--- src/rtl/fft_ctrl_pkg.sv ---
// Shared definitions for the FFT stage controllers: width helper and the
// common four-state frame FSM encoding.
package fft_ctrl_pkg;

    function automatic int clog2(input int v);
        int r;
        r = 0;
        for (int i = 0; i < 31; i++) begin
            if ((1 << i) < v) begin
                r = i + 1;
            end
        end
        return r;
    endfunction

    typedef enum logic [1:0] {
        RUN    = 2'd0,
        DRAIN1 = 2'd1,
        DRAIN2 = 2'd2,
        UPDATE = 2'd3
    } ctrl_state_e;

endpackage

--- src/rtl/sat_clip.sv ---
// Symmetric saturation of a signed word to W_OUT bits; also reports whether
// the input was clipped and whether it used the top output bit (big).
module sat_clip #(
    parameter int W_IN  = 11,
    parameter int W_OUT = 8
) (
    input  logic signed [W_IN-1:0]  y_in,
    output logic signed [W_OUT-1:0] y_out,
    output logic                    clip,
    output logic                    big
);

    localparam logic signed [W_IN-1:0] POS_LIM = W_IN'((2 ** (W_OUT - 1)) - 1);
    localparam logic signed [W_IN-1:0] NEG_LIM = -POS_LIM;
    localparam logic signed [W_IN-1:0] BIG_POS = W_IN'(2 ** (W_OUT - 2));
    localparam logic signed [W_IN-1:0] BIG_NEG = -BIG_POS;

    // The most negative output code is never produced, keeping the range symmetric.
    always_comb begin
        y_out = y_in[W_OUT-1:0];
        clip  = 1'b0;
        if (y_in > POS_LIM) begin
            y_out = POS_LIM[W_OUT-1:0];
            clip  = 1'b1;
        end else if (y_in < NEG_LIM) begin
            y_out = NEG_LIM[W_OUT-1:0];
            clip  = 1'b1;
        end
        big = (y_in >= BIG_POS) || (y_in <= BIG_NEG);
    end

endmodule

--- src/rtl/clip_scale_ctrl.sv ---
// Frame-adaptive rounding shifter and saturator between FFT stages. The shift
// is re-evaluated at each N-sample frame boundary from that frame's clip stats.
module clip_scale_ctrl
    import fft_ctrl_pkg::*;
#(
    parameter int IL      = 10,
    parameter int OL      = 8,
    parameter int N       = 64,
    parameter int SMAX    = 3,
    parameter int SINIT   = 0,
    parameter int CLIP_TH = 0
) (
    input  logic                        iCLK,
    input  logic                        iRSTn,
    input  logic                        iCLR,
    input  logic                        iVALID,
    input  logic [IL-1:0]               iDATA,
    output logic                        oREADY,
    output logic                        oVALID,
    output logic [OL-1:0]               oDATA,
    output logic                        oEOF,
    output logic [clog2(N+1)-1:0]       oCLIP_CNT,
    output logic [clog2(SMAX+1)-1:0]    oSHIFT,
    output logic [1:0]                  oSTATE
);

    localparam int CW = clog2(N + 1);
    localparam int SW = clog2(SMAX + 1);
    localparam int FW = clog2(N);
    localparam logic [FW-1:0] LAST_IDX   = FW'(N - 1);
    localparam logic [SW-1:0] SHIFT_MAX  = SW'(SMAX);
    localparam logic [SW-1:0] SHIFT_INIT = SW'(SINIT);

    ctrl_state_e          state_q, state_d;
    logic [FW-1:0]        frame_cnt_q, frame_cnt_d;
    logic [SW-1:0]        shift_q, shift_d;
    logic                 in_valid_q, in_valid_d;
    logic [IL-1:0]        in_data_q, in_data_d;
    logic                 s1_valid_q, s1_valid_d;
    logic signed [IL:0]   s1_y_q, s1_y_d;
    logic                 out_valid_q, out_valid_d;
    logic [OL-1:0]        out_data_q, out_data_d;
    logic [CW-1:0]        clip_cnt_q, clip_cnt_d;
    logic                 big_q, big_d;
    logic                 eof_q, eof_d;
    logic [CW-1:0]        clip_last_q, clip_last_d;

    logic                 accept;
    logic signed [IL:0]   x_ext;
    logic signed [IL:0]   rnd;
    logic signed [IL:0]   y_rnd;
    logic signed [OL-1:0] sat_y;
    logic                 sat_clip_flag;
    logic                 sat_big;

    assign oREADY    = (state_q == RUN);
    assign accept    = iVALID && oREADY;
    assign oVALID    = out_valid_q;
    assign oDATA     = out_data_q;
    assign oEOF      = eof_q;
    assign oCLIP_CNT = clip_last_q;
    assign oSHIFT    = shift_q;
    assign oSTATE    = state_q;

    // One extra bit of headroom keeps the rounding add from wrapping.
    always_comb begin
        x_ext = {in_data_q[IL-1], in_data_q};
        rnd   = '0;
        if (shift_q != '0) begin
            rnd = (IL+1)'(1) << (shift_q - SW'(1));
        end
        y_rnd = (x_ext + rnd) >>> shift_q;
    end

    sat_clip #(
        .W_IN  (IL + 1),
        .W_OUT (OL)
    ) u_sat_clip (
        .y_in  (s1_y_q),
        .y_out (sat_y),
        .clip  (sat_clip_flag),
        .big   (sat_big)
    );

    always_comb begin
        state_d     = state_q;
        frame_cnt_d = frame_cnt_q;
        shift_d     = shift_q;
        in_valid_d  = accept;
        in_data_d   = accept ? iDATA : in_data_q;
        s1_valid_d  = in_valid_q;
        s1_y_d      = in_valid_q ? y_rnd : s1_y_q;
        out_valid_d = s1_valid_q;
        out_data_d  = s1_valid_q ? sat_y : out_data_q;
        clip_cnt_d  = clip_cnt_q;
        big_d       = big_q;
        eof_d       = 1'b0;
        clip_last_d = clip_last_q;

        if (s1_valid_q) begin
            clip_cnt_d = clip_cnt_q + {{(CW-1){1'b0}}, sat_clip_flag};
            big_d      = big_q | sat_big;
        end

        case (state_q)
            RUN: begin
                if (accept) begin
                    if (frame_cnt_q == LAST_IDX) begin
                        frame_cnt_d = '0;
                        state_d     = DRAIN1;
                    end else begin
                        frame_cnt_d = frame_cnt_q + FW'(1);
                    end
                end
            end
            DRAIN1: state_d = DRAIN2;
            DRAIN2: state_d = UPDATE;
            UPDATE: begin
                // Pipeline is empty here, so clip_cnt_q/big_q are the whole frame.
                state_d     = RUN;
                eof_d       = 1'b1;
                clip_last_d = clip_cnt_q;
                clip_cnt_d  = '0;
                big_d       = 1'b0;
                if ((int'(clip_cnt_q) > CLIP_TH) && (shift_q < SHIFT_MAX)) begin
                    shift_d = shift_q + SW'(1);
                end else if ((clip_cnt_q == '0) && !big_q && (shift_q != '0)) begin
                    shift_d = shift_q - SW'(1);
                end
            end
            default: state_d = RUN;
        endcase

        if (iCLR) begin
            state_d     = RUN;
            frame_cnt_d = '0;
            shift_d     = SHIFT_INIT;
            in_valid_d  = 1'b0;
            s1_valid_d  = 1'b0;
            out_valid_d = 1'b0;
            out_data_d  = out_data_q;
            clip_cnt_d  = '0;
            big_d       = 1'b0;
            eof_d       = 1'b0;
            clip_last_d = clip_last_q;
        end
    end

    always_ff @(posedge iCLK or negedge iRSTn) begin
        if (!iRSTn) begin
            state_q     <= RUN;
            frame_cnt_q <= '0;
            shift_q     <= SHIFT_INIT;
            in_valid_q  <= 1'b0;
            in_data_q   <= '0;
            s1_valid_q  <= 1'b0;
            s1_y_q      <= '0;
            out_valid_q <= 1'b0;
            out_data_q  <= '0;
            clip_cnt_q  <= '0;
            big_q       <= 1'b0;
            eof_q       <= 1'b0;
            clip_last_q <= '0;
        end else begin
            state_q     <= state_d;
            frame_cnt_q <= frame_cnt_d;
            shift_q     <= shift_d;
            in_valid_q  <= in_valid_d;
            in_data_q   <= in_data_d;
            s1_valid_q  <= s1_valid_d;
            s1_y_q      <= s1_y_d;
            out_valid_q <= out_valid_d;
            out_data_q  <= out_data_d;
            clip_cnt_q  <= clip_cnt_d;
            big_q       <= big_d;
            eof_q       <= eof_d;
            clip_last_q <= clip_last_d;
        end
    end

endmodule

--- config.mk ---
export PLATFORM = sky130hd
export DESIGN_NAME = clip_scale_ctrl
export DESIGN_NICKNAME = d
export VERILOG_FILES = /design/src/rtl/fft_ctrl_pkg.sv /design/src/rtl/sat_clip.sv /design/src/rtl/clip_scale_ctrl.sv
export SDC_FILE = /design/constraint.sdc
export NUM_CORES = 1
export LEC_CHECK = 0
export BUFFER_PORTS_ARGS = -buffer_cell sky130_fd_sc_hd__buf_2
export CAP_MARGIN = 20
export CORE_ASPECT_RATIO = 1.4
export CORE_UTILIZATION = 35
export DETAILED_ROUTE_END_ITERATION = 16
export HOLD_SLACK_MARGIN = 0.1
export REMOVE_ABC_BUFFERS = 1
export SYNTH_ARGS = -nofsm -noshare
export SYNTH_HDL_FRONTEND = slang
export SYNTH_HIERARCHICAL = 1
export SYNTH_SLANG_ARGS = --single-unit
--- constraint.sdc ---
create_clock -name iCLK -period 3.2 [get_ports iCLK]
set_input_delay 0.16 -clock iCLK [delete_from_list [all_inputs] [get_ports iCLK]]
set_output_delay 0.16 -clock iCLK [all_outputs]
set_load 0.02 [all_outputs]
==> impl_metrics.prom <==
# TYPE chip_impl_metric gauge
chip_impl_info{name="run_status",value="finished with violations"} 1
chip_impl_info{name="failed_checks",value="DRC"} 1
chip_impl_info{name="holdCritPathClass",value="in -> reg"} 1
chip_impl_metric{name="async_flop_share",unit=""} 1.00
chip_impl_metric{name="time_the_final_worst_path_needs_with_i_o_delays_and_setup",unit="ns"} 2.83
chip_impl_metric{name="cp.required",unit="ns"} 3.41
chip_impl_metric{name="final.fill_count",unit=""} 900
chip_impl_metric{name="yosys-mux-area-fraction",unit=""} 0.110
chip_impl_metric{name="path_max_fanout",unit=""} 7
chip_impl_metric{name="pwr-share-clk",unit=""} 0.335
chip_impl_metric{name="swShare",unit=""} 0.345
chip_impl_metric{name="post_drt_wl_per_cell",unit="µm"} 13.6
chip_impl_metric{name="internal_power",unit="mW"} 1.74
chip_impl_info{name="timing.setup.critical_path_class",value="reg -> reg"} 1
chip_impl_metric{name="fin_nets",unit=""} 405
chip_impl_metric{name="synth_simple_gate_area_frac",unit=""} 0.156
chip_impl_metric{name="synth_compound_gate_area_share",unit=""} 0.164
chip_impl_metric{name="synth_top_area_share",unit=""} 0.442
chip_impl_metric{name="fin_total_pwr",unit="mW"} 2.65
chip_impl_metric{name="clock_sinks",unit=""} 58
chip_impl_metric{name="detailed_placement_wirelength_estimate",unit="mm"} 4.88
chip_impl_metric{name="netlist_instances",unit=""} 335
chip_impl_metric{name="gp_routability_congestion",unit=""} 0.898
chip_impl_metric{name="placed_cell_area",unit="µm²"} 3540
chip_impl_metric{name="grt_pass1_wl",unit="mm"} 11.7
chip_impl_metric{name="synth_xor_area_frac",unit=""} 0.0267
chip_impl_metric{name="final-hold-violation-count",unit=""} 0
chip_impl_metric{name="residual_antenna_violating_net_count_after_detailed_routing",unit=""} 0
chip_impl_metric{name="part_of_the_total_power_dissipated_in_sequential_elements",unit=""} 0.413
chip_impl_metric{name="die_width",unit="µm"} 83.9
chip_impl_metric{name="number_of_buffers_created_by_cts",unit=""} 9
chip_impl_metric{name="io_pins",unit=""} 36
chip_impl_metric{name="ir_worst_vdd",unit="µV"} 299
chip_impl_metric{name="netSwitchingPower",unit="mW"} 0.914
chip_impl_info{name="synth.area.top_cells",value="dfrtp_1, mux2_2, ha_1, nand2_1, nor2_1"} 1
chip_impl_metric{name="post_synth_fa_ha_maj_area_fraction",unit=""} 0.0594
chip_impl_metric{name="std_cell_rows",unit=""} 41
chip_impl_metric{name="number_of_diodes",unit=""} 0
chip_impl_info{name="dominantRegCellSynth",value="dfrtp_1"} 1
chip_impl_metric{name="power.combinational.fraction",unit=""} 0.252
chip_impl_metric{name="gr-total-overflow",unit=""} 0
chip_impl_metric{name="place.detailed.instances",unit=""} 461
chip_impl_metric{name="avgSynthCellArea",unit="µm²"} 9.81
chip_impl_metric{name="synth.cell_area",unit="µm²"} 3290
chip_impl_metric{name="holdBufCountCts",unit=""} 11
chip_impl_metric{name="totalWireLength",unit="mm"} 6.65
chip_impl_info{name="setup.worst_path.start_class",value="flop"} 1
chip_impl_metric{name="timing.final.crit_share",unit=""} 0.885
chip_impl_metric{name="count_of_flip_flops_with_a_built_in_enable_after_synthesis",unit=""} 0
chip_impl_metric{name="later_pin_clock_latency_in_the_skew_report",unit="ns"} 0.33
chip_impl_metric{name="seq_area_frac_synth",unit=""} 0.442
chip_impl_metric{name="post-route-drc-count",unit=""} 4
chip_impl_metric{name="setup_viol",unit=""} 0
chip_impl_info{name="crit_path_end_kind",value="flop"} 1
chip_impl_info{name="cts_root_buf",value="clkbuf_16"} 1
chip_impl_metric{name="synth-warning-count",unit=""} 6
chip_impl_metric{name="grt_antenna_before_repair",unit=""} 0
chip_impl_metric{name="report.final.slew_viol_count",unit=""} 0
chip_impl_metric{name="finish.instance_area",unit="µm²"} 3930
chip_impl_info{name="yosys.cell_count.top_type",value="dfrtp_1"} 1
chip_impl_metric{name="setup_tns",unit="ns"} 0
chip_impl_metric{name="worst_pin_slew",unit="ns"} 0.891
chip_impl_metric{name="maximum_number_of_pins_on_one_net_before_global_route_repair",unit=""} 42
chip_impl_metric{name="maxSlewHeadroom",unit=""} 0.406
chip_impl_info{name="tritoncts_clock_tree",value="done"} 1
chip_impl_info{name="post-synth-top-area-cell",value="dfrtp_1"} 1
chip_impl_metric{name="yosys_register_bits",unit=""} 58
chip_impl_metric{name="grt_pass1_vias",unit=""} 2515
chip_impl_metric{name="layout-drive-gt1-share",unit=""} 0.226
chip_impl_metric{name="cts-htree-levels",unit=""} 3
chip_impl_metric{name="synthDistinctLibCells",unit=""} 47
chip_impl_metric{name="initial_core_util",unit=""} 0.362
chip_impl_metric{name="place.port_buffers",unit=""} 35
chip_impl_metric{name="layoutNonFillerInstCount",unit=""} 488
chip_impl_metric{name="highest_clock_frequency_the_design_can_meet",unit="MHz"} 353
chip_impl_info{name="netlist_top_cells_count",value="dfrtp_1, nand2_1, nor2_1"} 1
chip_impl_metric{name="fin_hold_ws",unit="ns"} 0.186
chip_impl_metric{name="chipHeight",unit="µm"} 117
chip_impl_metric{name="leakagePower",unit="nW"} 1.77
chip_impl_metric{name="dieArea",unit="µm²"} 9780
chip_impl_metric{name="grt_usage",unit=""} 0.153
chip_impl_metric{name="arr_time_crit_path",unit="ns"} 3.04
chip_impl_metric{name="drtPass1Iterations",unit=""} 10
chip_impl_metric{name="vias",unit=""} 2582
chip_impl_metric{name="cellPowerDensity",unit="nW/µm²"} 674
chip_impl_metric{name="viasPerCell",unit=""} 5.29
chip_impl_metric{name="ctsLongestPathBuffers",unit=""} 2
chip_impl_metric{name="path_clk_slew",unit="ns"} 0.05
chip_impl_metric{name="fin_skew",unit="ns"} 0.00440
chip_impl_metric{name="postCtsResizedCells",unit=""} 0
chip_impl_metric{name="coreArea",unit="µm²"} 9080
chip_impl_metric{name="drtIter0Drc",unit=""} 134
chip_impl_metric{name="postCtsSetupBuffers",unit=""} 0
chip_impl_metric{name="layout-area-overhead-vs-synth",unit="%"} 19.7
chip_impl_info{name="combinational_family_with_the_most_area_after_synthesis",value="compound AO/OA/AOI/OAI gates"} 1
chip_impl_metric{name="cap_viol_max_count",unit=""} 0
chip_impl_info{name="rsz0062_at_grt",value="false"} 1
-- worst paths after layout --
| path | from | to | slack [ns] | depth (start not counted) |
|---|---|---|---|---|
| setup / recovery | oSHIFT[1] | s1_y_q[3] | 0.37 | 10 |
| min in group asynchronous | iRSTn | oCLIP_CNT[2] | 0.49 | 2 |
| max in group asynchronous | iRSTn | frame_cnt_q[1] | 1.94 | 3 |
| hold reg to reg | oCLIP_CNT[2] | oCLIP_CNT[2] | 0.50 | 1 |
| hold / removal | iCLR | oSHIFT[1] | 0.19 | 2 |
| setup reg to reg | oSHIFT[1] | s1_y_q[3] | 0.37 | 10 |
-- worst max-delay path: stages, from the launching register on --
cell	delay, ns
dfrtp_1	0.38
inv_1	0.18
ha_1	0.19
ha_1	0.18
inv_1	0.06
fa_1	0.39
nand2b_1	0.21
a211oi_1	0.34
mux2_2	0.39
o211a_1	0.13
a221o_1	0.26
-- per-layer routing --
metal	vias up	GRT usage	share of wire
li1	1291	-	-
met1	1228	0.183	0.44
met3	14	0.0226	0.033
met4	0	0.105	0.031
met5	-	0	0
met2	49	0.257	0.50
-- cell type report --
class	count	area, µm²	area share
Tap cell	107	134	0.0340
Sequential cell	58	1450	0.369
Inverter	14	52.6	0.0134
Timing Repair Buffer	50	315	0.0802
Multi-Input combinational cell	243	1700	0.432
Clock inverter	6	41.3	0.0105
Clock buffer	10	239	0.0608
-- sequential cells by signal, indices dropped and copies added (netlist names), 2 cells and up --
name         cells
in_data_q       10
clip_cnt_q       7
oSTATE           2
oCLIP_CNT        7
s1_y_q          11
oDATA            8
oSHIFT           2
frame_cnt_q      6
-- power by group through the flow --
stage	sequential, mW	combinational, mW	clock, mW
6_report	1.09	0.667	0.889
5_1_grt	1.14	0.756	0.939
4_1_cts	1.10	0.672	0.906
3_5_place_dp	1.11	0.659	0
3_3_place_gp	1.10	0.646	0
2_1_floorplan	1.13	0.427	0
-- kinds of logic after synthesis --
group / Yosys count
flip-flops: 58
AND/OR/NAND/NOR: 108
other: 1
AO/OA/AOI/OAI: 77
XOR/XNOR: 10
adder cells (fa/ha/maj): 15
multiplexers: 32
buffers and inverters: 34
-- per-stage QoR --
stage | worst slack (ns) | util
2_1_floorplan | 0.211 | -
5_1_grt | 0.220 | 0.433
3_5_place_dp | 0.385 | 0.390
4_1_cts | 0.358 | 0.433
6_report | 0.368 | 0.433
3_3_place_gp | 0.455 | 0.390
-- cell usage in the layout, fill, tap and decap left out, types with 2 or more instances in the layout --
cell,netlist,final
o211a_1,2,2
o21ai_0,15,15
nand3_1,9,9
buf_2,5,35
xnor2_1,5,5
nor4_1,2,2
xor2_1,5,5
nor2_1,31,31
o21bai_1,2,2
buf_4,0,4
and3_1,3,3
dfrtp_1,58,58
ha_1,14,14
a21oi_1,14,14
o221ai_1,4,4
o31ai_1,5,5
o2bb2ai_1,8,8
mux2_2,24,24
a31oi_1,3,3
clkinv_2,0,2
nor3_1,12,12
and2_1,2,2
nand2_1,33,33
a211oi_1,7,7
a21o_1,3,3
or2_2,2,2
o2111ai_1,2,2
dlygate4sd3_1,0,11
a211o_1,3,3
a2bb2oi_1,2,2
clkbuf_16,0,9
clkinvlp_4,0,3
o211ai_1,2,2
nand4_1,5,5
inv_1,14,14
or3_1,2,2
mux2i_1,7,7
nand2b_1,3,3
Note: power is estimated with default switching activity, not from simulation.
